===== src/rtl/bnn_ctrl_pkg.sv =====
// bnn_ctrl_pkg
//   Shared constants for the BNN control blocks. The FSM state encodings are
//   kept as fixed-width constants so that legacy logic decoding the state
//   bits stays compatible. The window geometry constants are also used by
//   the preload shift register and the conv ALU.
//   No ports (package).
package bnn_ctrl_pkg;

    // weight_load_ctrl FSM state encodings
    localparam logic [2:0] ST_IDLE  = 3'd0;
    localparam logic [2:0] ST_FETCH = 3'd1;
    localparam logic [2:0] ST_DRAIN = 3'd2;
    localparam logic [2:0] ST_VALID = 3'd3;
    localparam logic [2:0] ST_DONE  = 3'd4;

    // Kernel window geometry: WIN_COLS columns of 5 bits fill WIN_BITS.
    localparam int unsigned WIN_COLS = 5;
    localparam int unsigned WIN_BITS = 25;

endpackage : bnn_ctrl_pkg


===== src/rtl/weight_load_ctrl_if.sv =====
// weight_load_ctrl_if
//   Bundles the sequencer, weight BRAM, preload and ALU handshake signals of
//   weight_load_ctrl.
//   Parameters: ADDR_W (BRAM address width), KCNT_W (n_kernels width).
//   Signals:
//     start, base_addr, n_kernels   sequencer run request
//     bram_en, bram_addr            weight BRAM read port
//     load_weight_preload           preload shift strobe
//     weight_valid, weight_ready    window handshake with the ALU
//     busy, done, stall_cnt         status back to the sequencer
//   Modports: master = the controller, slave = its environment.
interface weight_load_ctrl_if #(
    parameter int unsigned ADDR_W = 10,
    parameter int unsigned KCNT_W = 8
);
    logic              start;
    logic [ADDR_W-1:0] base_addr;
    logic [KCNT_W-1:0] n_kernels;
    logic              bram_en;
    logic [ADDR_W-1:0] bram_addr;
    logic              load_weight_preload;
    logic              weight_valid;
    logic              weight_ready;
    logic              busy;
    logic              done;
    logic [15:0]       stall_cnt;

    modport master (
        input  start, base_addr, n_kernels, weight_ready,
        output bram_en, bram_addr, load_weight_preload, weight_valid,
               busy, done, stall_cnt
    );

    modport slave (
        output start, base_addr, n_kernels, weight_ready,
        input  bram_en, bram_addr, load_weight_preload, weight_valid,
               busy, done, stall_cnt
    );

endinterface : weight_load_ctrl_if


===== src/rtl/wlc_lat_pipe.sv =====
// wlc_lat_pipe
//   1-bit delay line of DEPTH stages with asynchronous active-low reset.
//   Ports:
//     clk, rst_n     clock, async reset (active-low)
//     i_in           bit entering the line
//     o_out          i_in delayed by exactly DEPTH cycles
//     o_pipe_empty   no set bit behind the output stage, i.e. once the
//                    current output has been presented nothing else is
//                    queued (always 1 for DEPTH=1)
module wlc_lat_pipe #(
    parameter int unsigned DEPTH = 1
) (
    input  logic clk,
    input  logic rst_n,
    input  logic i_in,
    output logic o_out,
    output logic o_pipe_empty
);

    logic [DEPTH-1:0] r_pipe;

    generate
        if (DEPTH == 1) begin : g_d1
            always_ff @(posedge clk or negedge rst_n) begin
                if (!rst_n) r_pipe <= '0;
                else        r_pipe <= i_in;
            end
            assign o_pipe_empty = 1'b1;
        end else begin : g_dn
            always_ff @(posedge clk or negedge rst_n) begin
                if (!rst_n) r_pipe <= '0;
                else        r_pipe <= {r_pipe[DEPTH-2:0], i_in};
            end
            // Output stage excluded: the strobe on o_out this cycle is the
            // last one when nothing younger is still travelling.
            assign o_pipe_empty = ~|r_pipe[DEPTH-2:0];
        end
    endgenerate

    assign o_out = r_pipe[DEPTH-1];

endmodule : wlc_lat_pipe


===== src/rtl/weight_load_ctrl.sv =====
// weight_load_ctrl
//   Sequences weight fetch for the BNN conv ALU. Per kernel window it issues
//   COLS consecutive BRAM column reads, strobes the preload shift register
//   once per returned column (bram_en delayed BRAM_LAT cycles), then presents
//   weight_valid until the ALU accepts. n_kernels windows are read from
//   consecutive addresses starting at base_addr (wrapping mod 2^ADDR_W).
//   Ports:
//     clk     clock
//     rst_n   asynchronous reset, active-low (aborts a run, drops strobes)
//     bus     weight_load_ctrl_if.master: start/base_addr/n_kernels in,
//             bram_en/bram_addr, load_weight_preload, weight_valid/ready,
//             busy, done, stall_cnt
//   Build option: define WLC_STALL_CNT_EN to count ALU backpressure cycles
//   (valid && !ready, saturating 16 bits, cleared on an accepted start).
//   Without it stall_cnt is tied to zero.
module weight_load_ctrl
    import bnn_ctrl_pkg::*;
#(
    parameter int unsigned ADDR_W   = 10,
    parameter int unsigned COLS     = WIN_COLS,
    parameter int unsigned BRAM_LAT = 1,
    parameter int unsigned KCNT_W   = 8
) (
    input  logic               clk,
    input  logic               rst_n,
    weight_load_ctrl_if.master bus
);

    localparam int unsigned    COL_W    = (COLS > 1) ? $clog2(COLS) : 1;
    localparam logic [COL_W-1:0] LAST_COL = COL_W'(COLS - 1);

    logic [2:0]        r_state;
    logic [ADDR_W-1:0] r_addr;
    logic [COL_W-1:0]  r_col;
    logic [KCNT_W-1:0] r_kcnt;

    logic w_fetch;
    logic w_accept;
    logic w_load;
    logic w_pipe_empty;

    assign w_fetch  = (r_state == ST_FETCH);
    assign w_accept = (r_state == ST_IDLE) && bus.start && (bus.n_kernels != '0);

    always_ff @(posedge clk or negedge rst_n) begin
        if (!rst_n) begin
            r_state <= ST_IDLE;
            r_addr  <= '0;
            r_col   <= '0;
            r_kcnt  <= '0;
        end else begin
            case (r_state)
                ST_IDLE: begin
                    if (w_accept) begin
                        r_state <= ST_FETCH;
                        r_addr  <= bus.base_addr;
                        r_kcnt  <= bus.n_kernels;
                        r_col   <= '0;
                    end
                end
                ST_FETCH: begin
                    // r_addr keeps running across windows so the next kernel
                    // continues at base + k*COLS.
                    r_addr <= r_addr + ADDR_W'(1);
                    if (r_col == LAST_COL) begin
                        r_col   <= '0;
                        r_state <= ST_DRAIN;
                    end else begin
                        r_col <= r_col + COL_W'(1);
                    end
                end
                ST_DRAIN: begin
                    if (w_pipe_empty) r_state <= ST_VALID;
                end
                ST_VALID: begin
                    if (bus.weight_ready) begin
                        r_kcnt  <= r_kcnt - KCNT_W'(1);
                        r_state <= (r_kcnt == KCNT_W'(1)) ? ST_DONE : ST_FETCH;
                    end
                end
                ST_DONE:  r_state <= ST_IDLE;
                default:  r_state <= ST_IDLE;
            endcase
        end
    end

    wlc_lat_pipe #(
        .DEPTH (BRAM_LAT)
    ) u_lat_pipe (
        .clk          (clk),
        .rst_n        (rst_n),
        .i_in         (w_fetch),
        .o_out        (w_load),
        .o_pipe_empty (w_pipe_empty)
    );

    assign bus.bram_en             = w_fetch;
    assign bus.bram_addr           = r_addr;
    assign bus.load_weight_preload = w_load;
    assign bus.weight_valid        = (r_state == ST_VALID);
    assign bus.busy                = (r_state != ST_IDLE);
    assign bus.done                = (r_state == ST_DONE);

`ifdef WLC_STALL_CNT_EN
    logic [15:0] r_stall_cnt;

    always_ff @(posedge clk or negedge rst_n) begin
        if (!rst_n) begin
            r_stall_cnt <= '0;
        end else if (w_accept) begin
            r_stall_cnt <= '0;
        end else if ((r_state == ST_VALID) && !bus.weight_ready && (r_stall_cnt != '1)) begin
            r_stall_cnt <= r_stall_cnt + 16'd1;
        end
    end

    assign bus.stall_cnt = r_stall_cnt;
`else
    assign bus.stall_cnt = '0;
`endif

endmodule : weight_load_ctrl


===== src/flat_wrapper.sv =====
// flat-port wrapper written by rule: the top's interface ports become plain ports
module weight_load_ctrl_flat import bnn_ctrl_pkg::*;
#(
    parameter int unsigned ADDR_W   = 10,
    parameter int unsigned COLS     = WIN_COLS,
    parameter int unsigned BRAM_LAT = 1,
    parameter int unsigned KCNT_W   = 8
)
  (clk, rst_n, bus_start, bus_base_addr, bus_n_kernels, bus_weight_ready, bus_bram_en, bus_bram_addr, bus_load_weight_preload, bus_weight_valid, bus_busy, bus_done, bus_stall_cnt);
  weight_load_ctrl_if #(.ADDR_W(ADDR_W), .KCNT_W(KCNT_W)) bus_i ();
  input  logic clk;
  input  logic rst_n;
  input wire logic [$bits(bus_i.start)-1:0] bus_start;
  input wire logic [$bits(bus_i.base_addr)-1:0] bus_base_addr;
  input wire logic [$bits(bus_i.n_kernels)-1:0] bus_n_kernels;
  input wire logic [$bits(bus_i.weight_ready)-1:0] bus_weight_ready;
  output wire logic [$bits(bus_i.bram_en)-1:0] bus_bram_en;
  output wire logic [$bits(bus_i.bram_addr)-1:0] bus_bram_addr;
  output wire logic [$bits(bus_i.load_weight_preload)-1:0] bus_load_weight_preload;
  output wire logic [$bits(bus_i.weight_valid)-1:0] bus_weight_valid;
  output wire logic [$bits(bus_i.busy)-1:0] bus_busy;
  output wire logic [$bits(bus_i.done)-1:0] bus_done;
  output wire logic [$bits(bus_i.stall_cnt)-1:0] bus_stall_cnt;
  assign bus_i.start = bus_start;
  assign bus_i.base_addr = bus_base_addr;
  assign bus_i.n_kernels = bus_n_kernels;
  assign bus_i.weight_ready = bus_weight_ready;
  assign bus_bram_en = bus_i.bram_en;
  assign bus_bram_addr = bus_i.bram_addr;
  assign bus_load_weight_preload = bus_i.load_weight_preload;
  assign bus_weight_valid = bus_i.weight_valid;
  assign bus_busy = bus_i.busy;
  assign bus_done = bus_i.done;
  assign bus_stall_cnt = bus_i.stall_cnt;
  weight_load_ctrl #(.ADDR_W(ADDR_W), .COLS(COLS), .BRAM_LAT(BRAM_LAT), .KCNT_W(KCNT_W)) u_core (.clk(clk), .rst_n(rst_n), .bus(bus_i));
endmodule

===== config.mk =====
export PLATFORM = sky130hd
export DESIGN_NAME = weight_load_ctrl_flat
export DESIGN_NICKNAME = d
export VERILOG_FILES = /design/src/rtl/bnn_ctrl_pkg.sv /design/src/rtl/weight_load_ctrl_if.sv /design/src/rtl/wlc_lat_pipe.sv /design/src/rtl/weight_load_ctrl.sv /design/src/flat_wrapper.sv
export SDC_FILE = /design/constraint.sdc
export NUM_CORES = 1
export LEC_CHECK = 0
export CORE_MARGIN = 2
export CORE_UTILIZATION = 50
export CTS_CLUSTER_SIZE = 40
export DETAILED_ROUTE_END_ITERATION = 8
export GPL_TIMING_DRIVEN = 0
export PLACE_DENSITY_LB_ADDON = 0.12
export SYNTH_ARGS = -nofsm -noshare
export SYNTH_HDL_FRONTEND = slang
export SYNTH_HIERARCHICAL = 1
export SYNTH_SLANG_ARGS = --single-unit

===== constraint.sdc =====
create_clock -name clk -period 4.4 [get_ports clk]
set_input_delay 0.44 -clock clk [delete_from_list [all_inputs] [get_ports clk]]
set_output_delay 0.44 -clock clk [all_outputs]
set_load 0.02 [all_outputs]

# Word-level counts from Yosys, hierarchy flattened
# Index checks and enable logic that the tools add are counted.
# totals
register_bits	25
in_bits	22
out_inout_bits	31
elab_cells	40
# op_classes
n_addsub	3
eq_ne	9
n_mux	13
n_reduce_logical	10
# ops
cell	count
$pmux W10 S2	1
$mux W3	6
$mux W8	2
$pmux W8 S2	1
$pmux W3 S4	1
$add A10 B1 Y10 const B	1
$mux W10	1
$eq A8 B1 Y1 const B	1
$reduce_bool A8 Y1	1
$sub A8 B1 Y8 const B	1
$eq A3 B2 Y1 const B	2
$eq A3 B3 Y1 const B	2
$pmux W3 S2	1
$reduce_and A3 Y1	2
$ne A2 B1 Y1 const B	2
$reduce_bool A2 Y1	2
$add A3 B1 Y3 const B	1
$eq A3 B1 Y1 const B	1
$logic_not A3 Y1	1
$reduce_bool A3 Y1	1
$logic_and A1 B1 Y1	2
$ne A2 B2 Y1 const B	1
$reduce_and A2 Y1	1

# Logic depth before layout (Yosys ltp)
# Gate-level depths: netlist of run 1.
# depth
word_depth	5
depth_mapped	8
mapped_depth_nobuf	6

# Hierarchy
# Netlist of run 1, hierarchy kept.
# by_module_without_submodules
module	n_inst	cells_per_inst	area_each_um2	seq_area_each_um2
weight_load_ctrl	1	181	1617.8	600.6
wlc_lat_pipe	1	3	36.3	25.0

# Least setup slack after synthesis of run 1
# OpenSTA, ideal clock, no wires.
# synth_path
kind	input to register
from	input bus_n_kernels[6]
to	register u_core.r_kcnt[1]
setup_ps	125
arrival_time_ps	1544
required_ps	4275
path_slack_ps	2731
stages	4
path_buffers	0
cell_sequence	nor4_2 a21oi_4 a21oi_4 mux2_4
# synth_between
elab_chain_cells	4
# synth_rtl
element	line_no	source
start: declaration	flat_wrapper.sv:15	input wire logic [$bits(bus_i.n_kernels)-1:0] bus_n_kernels;
$reduce_bool A8 Y1	weight_load_ctrl.sv:43	assign w_accept = (r_state == ST_IDLE) && bus.start && (bus.n_kernels != '0);
$logic_and A1 B1 Y1	weight_load_ctrl.sv:43	
$ne A2 B1 Y1 (no line)	--	
$reduce_and A3 Y1 (no line)	--	
end signal: assignment	weight_load_ctrl.sv:57	r_kcnt <= bus.n_kernels;
end signal: assignment	weight_load_ctrl.sv:77	r_kcnt <= r_kcnt - KCNT_W'(1);
end: declaration	weight_load_ctrl.sv:35	logic [KCNT_W-1:0] r_kcnt;
# No other way between the ends.
# A chain may end at the register's enable or synchronous reset.

# Worst setup path after layout of run 1
# layout_path
from	register u_core.r_state[0]
to	output bus_bram_en
# layout_between
elab_chain_cells	1
# layout_rtl
element	line_no	source
start: declaration	weight_load_ctrl.sv:32	logic [2:0] r_state;
start signal: assignment	weight_load_ctrl.sv:78	r_state <= (r_kcnt == KCNT_W'(1)) ? ST_DONE : ST_FETCH;
$eq A3 B1 Y1	weight_load_ctrl.sv:42	assign w_fetch = (r_state == ST_FETCH);
end: declaration	flat_wrapper.sv:17	output wire logic [$bits(bus_i.bram_en)-1:0] bus_bram_en;
# No other way between the ends.

==> results of run 1 <==
==> synth_stat cells (2+ instances only) <==
cell type,count,share of area [%]
a31oi_1,6,2.3
o21ai_0,4,1.2
a21oi_1,12,3.6
and3_1,3,1.1
nor3_1,5,1.5
nor2_1,12,2.7
ha_1,5,3.8
nand3_1,14,4.2
a21oi_4,2,2.0
nand2_1,16,3.6
inv_1,7,1.6
dfrtp_1,25,38
buf_2,3,0.91
nor4_2,2,1.5
a22oi_1,3,1.4
nor3b_1,2,0.91
o211ai_1,8,3.6
buf_4,20,9.1
o22a_2,3,1.8
nand4_1,2,0.76
or3_1,2,0.76
nand3b_1,2,0.91
o22ai_1,2,0.76
and4_1,2,1.1
conb_1,2,0.45
==> state kept, by name, indices dropped and copies added, names as in the netlist <==
register	flops
u_core/r_kcnt	8
u_core/u_lat_pipe/o_out	1
u_core/r_col	3
u_core/r_state	3
u_core/bus.bram_addr	10
==> layout make-up <==
cell class	count	area, µm²
Buffer	25	180
Inverter	8	30.0
Fill cell	270	950
Clock buffer	3	22.5
Timing Repair Buffer	36	360
Sequential cell	25	626
Multi-Input combinational cell	141	875
Tap cell	44	55.1
Clock inverter	1	5.00
==> cell families after synthesis <==
family,count (synthesis)
other cells,2
simple gates,68
flops,25
mux,1
buf+inv,33
fa+ha+maj,5
compound gates,50
==> worst min path at each step <==
stage	slack, ps	cells after the start	to
after global routing	510	1	u_core/r_col[2]
after floorplan	140	0	u_core/bus.bram_addr[0]
after detailed placement	480	1	u_core/r_col[2]
after CTS	500	1	u_core/r_col[2]
after global placement	470	1	u_core/r_col[2]
final	500	1	u_core/r_col[2]
==> per-layer routing <==
metal / GRT usage, % / part of all wire (%) / vias up
met5: 0 / 0 / -
met4: 5.78 / 1.3 / 0
met3: 3.15 / 7.9 / 8
met2: 40.8 / 49 / 78
met1: 27.0 / 42 / 746
li1: - / - / 756
==> through the flow <==
step                      setup slack, ps  utilization, %  total power, µW  hold WS [ps]
after floorplan                      2730               -              942           144
after global placement               2020            68.5             1170           469
after detailed placement             2000            68.5             1210           477
after CTS                            1700            69.4             1310           498
after global routing                 1560            69.4             1420           514
final                                1680            69.4             1320           502
==> critical path: stages (launching register included) <==
cell             delay, ps
dfrtp_1                380
buf_4                  160
or3b_1                 340
buf_2                  190
inv_2                  100
buf_4                  180
clkdlybuf4s50_1        620
==> report_power, final <==
group          leakage [µW]  internal (µW)  switching, µW
sequential         0.000295            340            113
clock             0.0000177           33.9           69.4
combinational      0.000633            348            411
==> results.md, run 1 <==
* Outcome: finished clean
* Via count at 1588
* Largest net degree at the start of global routing at 26
* Crit path DAT at 2280 ps
* Clock Sinks at 25
* Crit. End Element: primary output
* First-pass DRT Iterations at 4
* Reg2Reg Capture Point: u_core/r_kcnt[1]
* CTS tree: done
* #FFs+latches synth at 25
* First-pass GRT wire length at 6.38 mm
* R2R setup slack at 2540 ps
* Initial Util at 53.3%
* WP data required at 3960 ps
* All-Layer GR Usage at 22.2%
* Peak VDD IR at 0.268 mV
* Clock skew at 7.88 ps
* Most frequent cells in the layout: 36 x clkdlybuf4s50_1, 25 x dfrtp_1, 20 x buf_4, 17 x conb_1, 16 x nand2_1
* Initial antenna violation count at 0
* Clock Tree Buf Depth at 2
* Die width at 61.5 µm
* Post-synthesis mux area share at 0.908%
* Dpl hpwl at 3.01 mm
* Port bufs at 36
* Clk_lat worst skew at 310 ps
* Main combinational cell family by area after synthesis: simple AND/OR/NAND/NOR gates
* Worst slew margin at 24.3%
* CTS Root Buffer Type: clkbuf_4
* Clock-pin slew on the worst setup and hold paths at 140 ps
* Final std cells w/o fill at 283
* Number of global-route vias before repair at 1445
* Simple-gate share of the synthesized area at 22.7%
* Synth Area in Compound Gates at 21.6%
* DRT iter0 DRCs at 90
* Max-slew violation count at 0
* # Post-CTS Setup Buffers at 0
* Placer congestion estimate at 0.866
* # hold bufs at CTS at 0
* Via/cell ratio at 5.61
* Dpl cell area at 2130 µm²
* Syn_area_per_cell at 8.99 µm²
* Final ANT Viol Nets at 0
* Sequential fraction of the synthesis area at 37.8%
* Post-synth EDFFs at 0
* Dominant synthesized flop cell: dfrtp_1
* Design area at 2150 µm²
* Worst Setup SP: u_core/r_state[0]
* Mapped Cells at 184
* Unrepaired setup endpoints after global routing: no
* CP Launch Type: flip-flop
* Yosys Warn Count at 6
* Max-cap viol count at 0
* PD cells at 611 nW/µm²
* Die area at 3780 µm²
* Adder-cell share of the synthesized area at 3.78%
* # diodes at 0
* Setup TNS at 0 ps
* Share of layout cells above drive strength 1 at 16.7%
* Max FO, Critical Path at 11
* Tcrit/Tclk final at 61.8%
* Worst Reg-to-Reg Cells at 4
* # setup viols final at 0
* Die Ht at 61.5 µm
* Critical path capture point: bus_bram_en
* Final Critical Period at 2720 ps
* Post-synth cell types at 45
* Clock buffer count from CTS at 3
* IO Pins at 53
* Worst slew pin tran at 1130 ps
* Average wire per standard cell at 14.2 µm
* Worst reg2reg path startpoint: u_core/r_state[2]
* Total Wirelength at 4.01 mm
* Layout Nets at 267
* Mapped Area at 1650 µm²
* Core Area at 3100 µm²
* Synth Area in XOR/XNOR at 0%
* Fmax at 368 MHz
* Post-CTS sizing at 0
* Hold Vio Cnt, Final at 0
* Post-placement cell count at 279
* Crit path kind: reg -> out
* Area grow syn2layout at 30.2%
* Min-delay worst type: reg -> reg
* Total gr overflow at 0
* Most common cell after layout, fill and taps aside: clkdlybuf4s50_1
* Asr flop ratio synth at 100%
* P_leak at 0.000945 µW
* Number of placement rows at 20
* H-tree levels at 1
* DRC Markers at 0
* Worst Hold Launch: u_core/r_col[2]
(Power assumes the default switching activity.)
==> inputs of run 2 (changes only) <==
CORE_UTILIZATION = 42   (was 50)
clock period = 2.37 ns   (was 4.4 ns; I/O delays follow)
==> run 2 against run 1 <==
Clock power up 150%. Final cell count grew 1.4%. Combinational power increased by 82%. Global-route usage decreased by 3.1 points.
==> results.md, run 2 (synthesis results as in run 1) <==
* # Post-CTS Setup Buffers at 0 (unchanged)
* First-pass DRT Iterations at 4 (unchanged)
* Total gr overflow at 0 (unchanged)
* Max-cap viol count at 0 (unchanged)
* Hold Path Depth at 1 (unchanged)
* PD cells at 1140 nW/µm² (+87%)
* Die width at 66.8 µm (+8.5%)
* R2R setup slack at 520 ps (-2020 ps)
* Worst reg2reg path startpoint: u_core/r_state[2]
* GR Util met2 at 29.8% (-11 points)
* Sequential share of power at 34.0% (-0.5 points)
* Port bufs at 36 (unchanged)
* Clock skew at 2.78 ps (-5.10 ps)
* Crit path kind: reg -> out
* DRC Markers at 0 (unchanged)
* CTS Root Buffer Type: clkbuf_8
* Crit path DAT at 2000 ps (-280 ps)
* Unrepaired setup endpoints after global routing: no
* Worst slew margin at 24.9% (+0.57 points)
* Max-slew violation count at 0 (unchanged)
* Fmax at 447 MHz
* Clock Sinks at 25 (unchanged)
* Worst slew pin tran at 1120 ps (-8.52 ps)
* Number of placement rows at 22 (+10%)
* Die Ht at 66.8 µm (+8.5%)
* Final ANT Viol Nets at 0 (unchanged)
* Most frequent cells in the layout: 35 x clkdlybuf4s50_1, 25 x dfrtp_1, 20 x buf_4, 17 x conb_1, 16 x nand2_1
* GR Util met1 at 26.7% (-0.26 points)
* Dpl hpwl at 2.78 mm (-7.7%)
* Hold Vio Cnt, Final at 0 (unchanged)
* # setup viols final at 0 (unchanged)
* # hold bufs at CTS at 0 (unchanged)
* Outcome: finished clean
* Core Area at 3720 µm² (+20%)
* WP data required at 2130 ps (-1830 ps)
* Crit. End Element: primary output
* First-pass GRT wire length at 6.64 mm (+4.2%)
* Largest net degree at the start of global routing at 26 (unchanged)
* Fillers at 365 (+35%)
* Via count at 1494 (-5.9%)
* IO Pins at 53 (unchanged)
* Area grow syn2layout at 31.5%
* Met3 usage at 4.39% (+1.2 points)
* Flip-flop and latch area at 626 µm² (unchanged)
* Largest register FFs at 10 (unchanged)
* Int Pwr at 1390 µW (+92%)
* Setup TNS at 0 ps (unchanged)
* Final Util at 58.6% (-11 points)
* Peak VDD IR at 0.581 mV (+120%)
* Sw frac at 44.0% (-1.1 points)
* Clock Tree Buf Depth at 2 (unchanged)
* Worst Hold Launch: u_core/r_col[2]
* P_leak at 0.000954 µW (+0.94%)
* Post-CTS sizing at 1 (+1)
* Tcrit/Tclk final at 94.3%
* Combinational Power Share at 55.7% (-1.9 points)
* Most common cell after layout, fill and taps aside: clkdlybuf4s50_1
* Min-delay worst type: reg -> reg
* DRT iter0 DRCs at 109 (+21%)
* Worst Reg-to-Reg Cells at 4 (unchanged)
* Number of global-route vias before repair at 1422 (-1.6%)
* # diodes at 0 (unchanged)
* Via/cell ratio at 5.21 (-7.2%)
* Clock buffer count from CTS at 3 (unchanged)
* All-Layer GR Usage at 19.1% (-3.1 points)
* CTS tree: done
* Layout Nets at 267 (unchanged)
* Area of the multi-input gates at 875 µm² (unchanged)
* Placer congestion estimate at 0.874 (+0.87%)
* Clock share of power at 10.3% (+2.4 points)
* Max FO, Critical Path at 10 (-1)
* Initial Util at 44.5% (-8.8 points)
* GRT busiest layer: met2
* Hold endpoint: u_core/r_col[2]
* Initial antenna violation count at 0 (unchanged)
* Pre-CTS setup slack at 150 ps (-1850 ps)
* Final Critical Period at 2240 ps
* Clock-pin slew on the worst setup and hold paths at 90 ps (-50 ps)
* Reg2Reg Capture Point: u_core/r_kcnt[1]
* NetSw at 1090 µW (+84%)
* Average wire per standard cell at 13.1 µm (-7.7%)
* CP Launch Type: flip-flop
* Share of layout cells above drive strength 1 at 16.7% (unchanged)
* H-tree levels at 1 (unchanged)
* Die area at 4460 µm² (+18%)
* Total Wirelength at 3.76 mm (-6.4%)
* Worst setup margin at 134 ps (-1550 ps)
* Clk_lat worst skew at 270 ps (-40 ps)
==> run 2: changes by cell type in the layout (fill, tap and decap cells not counted), sizes merged <==
cell / change
clkdlybuf4s50: -1
dlygate4sd2: +1
==> run 2: per-layer routing <==
layer,part of all wire [%],up-vias,wire [µm]
met2,43,63,1630
met1,47,673,1770
li1,-,754,-
met3,8.4,4,315
met5,0,-,0
met4,1.1,0,41
==> run 2: per-stage QoR <==
| stage | area [µm²] | power [µW] | hold slack, ps | cells |
|---|---|---|---|---|
| 2_1_floorplan | 1710 | 1750 | -58.6 | 199 |
| 4_1_cts | 2180 | 2480 | 493 | 287 |
| 3_5_place_dp | 2130 | 2230 | 479 | 283 |
| 5_1_grt | 2180 | 2690 | 517 | 287 |
| 6_report | 2180 | 2480 | 491 | 287 |
| 3_3_place_gp | 2130 | 2210 | 475 | 283 |
==> run 2: power by group through the flow <==
stage               Combinational [µW]  Clock [µW]  Sequential (µW)
floorplan                          834           0              916
global placement                  1370           0              841
detailed placement                1380           0              845
CTS                               1380         263              840
global route                      1530         280              879
finish                            1380         255              843
==> run 2: final cells by class <==
type	count	share of cell area (%)
Multi-Input combinational cell	141	40.2
Sequential cell	25	28.8
Timing Repair Buffer	36	16.5
Buffer	25	8.28
Tap cell	48	2.76
Clock buffer	3	1.90
Inverter	8	1.38
Clock inverter	1	0.230
==> run 2: how the worst max path moves through the flow <==
stage	cells after the start	slack (ps)	to	start
final	5	130	bus_weight_valid	u_core/r_state[1]
after global routing	5	1	bus_weight_valid	u_core/r_state[1]
after CTS	5	130	bus_weight_valid	u_core/r_state[1]
after detailed placement	5	150	u_core/r_kcnt[1]	bus_n_kernels[6]
after global placement	5	170	u_core/r_kcnt[1]	bus_n_kernels[6]
after floorplan	4	720	u_core/r_kcnt[1]	u_core/r_state[0]
==> run 2: critical path: stages (launching register included) <==
cell and delay (ps):
dfrtp_1 380, buf_2 220, nand3b_1 110, inv_1 150, buf_2 240, clkdlybuf4s50_1 630
==> inputs of run 3 (changes only) <==
CELL_PAD_IN_SITES_DETAIL_PLACEMENT = 1   (was default)
CELL_PAD_IN_SITES_GLOBAL_PLACEMENT = 2   (was default)
CORE_UTILIZATION = 25   (was 42)
CTS_BUF_LIST = sky130_fd_sc_hd__clkbuf_4   (was default)
==> run 3 against run 2 <==
Wire length grew 26%. Power shrank 0.45%. Final cell count grew 10%. Register-to-register slack lost 20 ps. Sequential cell count is the same. Sequential power grew 0.5%. Combinational power is essentially flat. Non-clock buffer count grew 1. Worst setup slack gained 32 ps. Clock skew grew 13 ps. Global-route usage shrank 5.1 points.
==> results.md, run 3 (synthesis results as in run 1) <==
* CTS tree: done
* DRC Markers at 0 (unchanged)
* Max FO, Critical Path at 10 (unchanged)
* Min-delay worst type: in -> async
* DRT iter0 DRCs at 50 (-54%)
* Port bufs at 36 (unchanged)
* Average wire per standard cell at 14.9 µm (+14%)
* Clock Sinks at 25 (unchanged)
* Largest net degree at the start of global routing at 26 (unchanged)
* Most common cell after layout, fill and taps aside: clkdlybuf4s50_1
* Total Wirelength at 4.72 mm (+26%)
* Number of placement rows at 29 (+32%)
* Crit. End Element: primary output
* Final Critical Period at 2200 ps (-32.1 ps)
* Die width at 85.3 µm (+28%)
* # setup viols final at 0 (unchanged)
* Clock-pin slew on the worst setup and hold paths at 170 ps (+80 ps)
* Setup TNS at 0 ps (unchanged)
* First-pass GRT wire length at 8.10 mm (+22%)
* Max-slew violation count at 0 (unchanged)
* IO Pins at 53 (unchanged)
* Dpl hpwl at 3.47 mm (+25%)
* Worst slew margin at 58.6% (+34 points)
* CTS Root Buffer Type: clkbuf_4
* Fmax at 454 MHz (+1.5%)
* Area of the multi-input gates at 875 µm² (unchanged)
* CP Launch Type: flip-flop
* Outcome: finished clean
* Initial Util at 25.9% (-19 points)
* # diodes at 0 (unchanged)
* Core Area at 6390 µm² (+72%)
* Design area at 2200 µm² (+0.92%)
* Tcrit/Tclk final at 93.0% (-1.4 points)
* Clock buffer count from CTS at 3 (unchanged)
* Final std cells w/o fill at 317 (+10%)
* PD cells at 1120 nW/µm² (-1.4%)
* Dpl cell area at 2170 µm² (+1.7%)
* Crit path DAT at 1970 ps (-30 ps)
* # Post-CTS Setup Buffers at 0 (unchanged)
* Largest register FFs at 10 (unchanged)
* Final ANT Viol Nets at 0 (unchanged)
* First-pass DRT Iterations at 4 (unchanged)
* Share of layout cells above drive strength 1 at 17.5% (+0.76 points)
* Placer congestion estimate at 0.758 (-13%)
* Initial antenna violation count at 0 (unchanged)
* Max-cap viol count at 0 (unchanged)
* P_leak at 0.000950 µW (-0.45%)
* Most frequent cells in the layout: 33 x clkdlybuf4s50_1, 25 x dfrtp_1, 20 x buf_4, 17 x conb_1, 16 x nand2_1
* Total gr overflow at 0 (unchanged)
* Crit path kind: reg -> out
* Via/cell ratio at 4.80 (-7.7%)
* Clock Tree Buf Depth at 2 (unchanged)
* Die Ht at 85.3 µm (+28%)
* Post-placement cell count at 312 (+10%)
* H-tree levels at 1 (unchanged)
* Layout Nets at 268 (+0.37%)
* Peak VDD IR at 0.437 mV (-25%)
* Area grow syn2layout at 32.8%
* Flip-flop and latch area at 626 µm² (unchanged)
* WP data required at 2130 ps (about the same)
* Number of global-route vias before repair at 1600 (+13%)
* Clk_lat worst skew at 340 ps (+70 ps)
* Unrepaired setup endpoints after global routing: no
* Via count at 1523 (+1.9%)
* Fillers at 765 (+110%)
* All-Layer GR Usage at 14.0% (-5.1 points)
* Hold Vio Cnt, Final at 0 (unchanged)
* Die area at 7280 µm² (+63%)
* Clock skew at 15.3 ps (+12.6 ps)
* Worst slew pin tran at 621 ps (-501 ps)
[run 3: path summary, 6_finish.rpt]
kind                                   start                       to  slack, ps  depth (start not counted)
setup / recovery           u_core/r_state[1]                 bus_busy        170                          3
hold / removal                         rst_n  u_core/bus.bram_addr[7]        420                          2
setup reg to reg           u_core/r_state[2]         u_core/r_kcnt[1]        500                          4
hold reg to reg              u_core/r_col[2]          u_core/r_col[2]        500                          1
max in group asynchronous              rst_n         u_core/r_kcnt[0]       1530                          2
min in group clk            bus_base_addr[5]  u_core/bus.bram_addr[5]        440                          3
[run 3: layout make-up]
class / count / share of cell area, %
clock buffer: 3 / 1.03
tap: 77 / 4.39
clock inverter: 1 / 0.342
inverter: 8 / 1.37
sequential: 25 / 28.5
timing repair buffer: 37 / 16.4
buffer: 25 / 8.21
multi-input combinational: 141 / 39.8
[run 3: per-layer routing]
metal,routed length (µm),track usage (%),vias up
li1,-,-,757
met1,2250,18.5,727
met2,2220,23.2,33
met3,194,3.21,6
met4,60,3.17,0
met5,0,0,-
[run 3: stage by stage]
stage | util [%] | hold WS [ps] | total power [µW] | setup WS, ps
after global routing | 34.4 | 443 | 2710 | 90.2
final | 34.4 | 422 | 2470 | 166
after CTS | 34.4 | 424 | 2510 | 60.4
after global placement | 33.9 | 485 | 2280 | 101
after detailed placement | 33.9 | 474 | 2290 | 126
after floorplan | - | -58.6 | 1750 | 719
[run 3: critical path, cell delays in order (launching register included)]
cell and delay [ps]:
dfrtp_1 440, buf_2 180, or3_2 460, clkdlybuf4s50_1 540
[run 3: report_power, final]
group / switching, µW / total (µW) / internal, µW / leakage (µW)
sequential: 216 / 847 / 631 / 0.000295
clock: 156 / 221 / 64.6 / 0.0000139
combinational: 769 / 1400 / 630 / 0.000641
total: 1140 / 2470 / 1330 / 0.000950
[run 3: repair_timing]
action / 4_1_cts / 5_1_grt
pin swaps: 0 / 0
gates resized for setup: 2 / 2
setup endpoints to repair: 2 / 1
hold buffers: 0 / 1
cloned: 0 / 0
hold endpoints to repair: 0 / 25
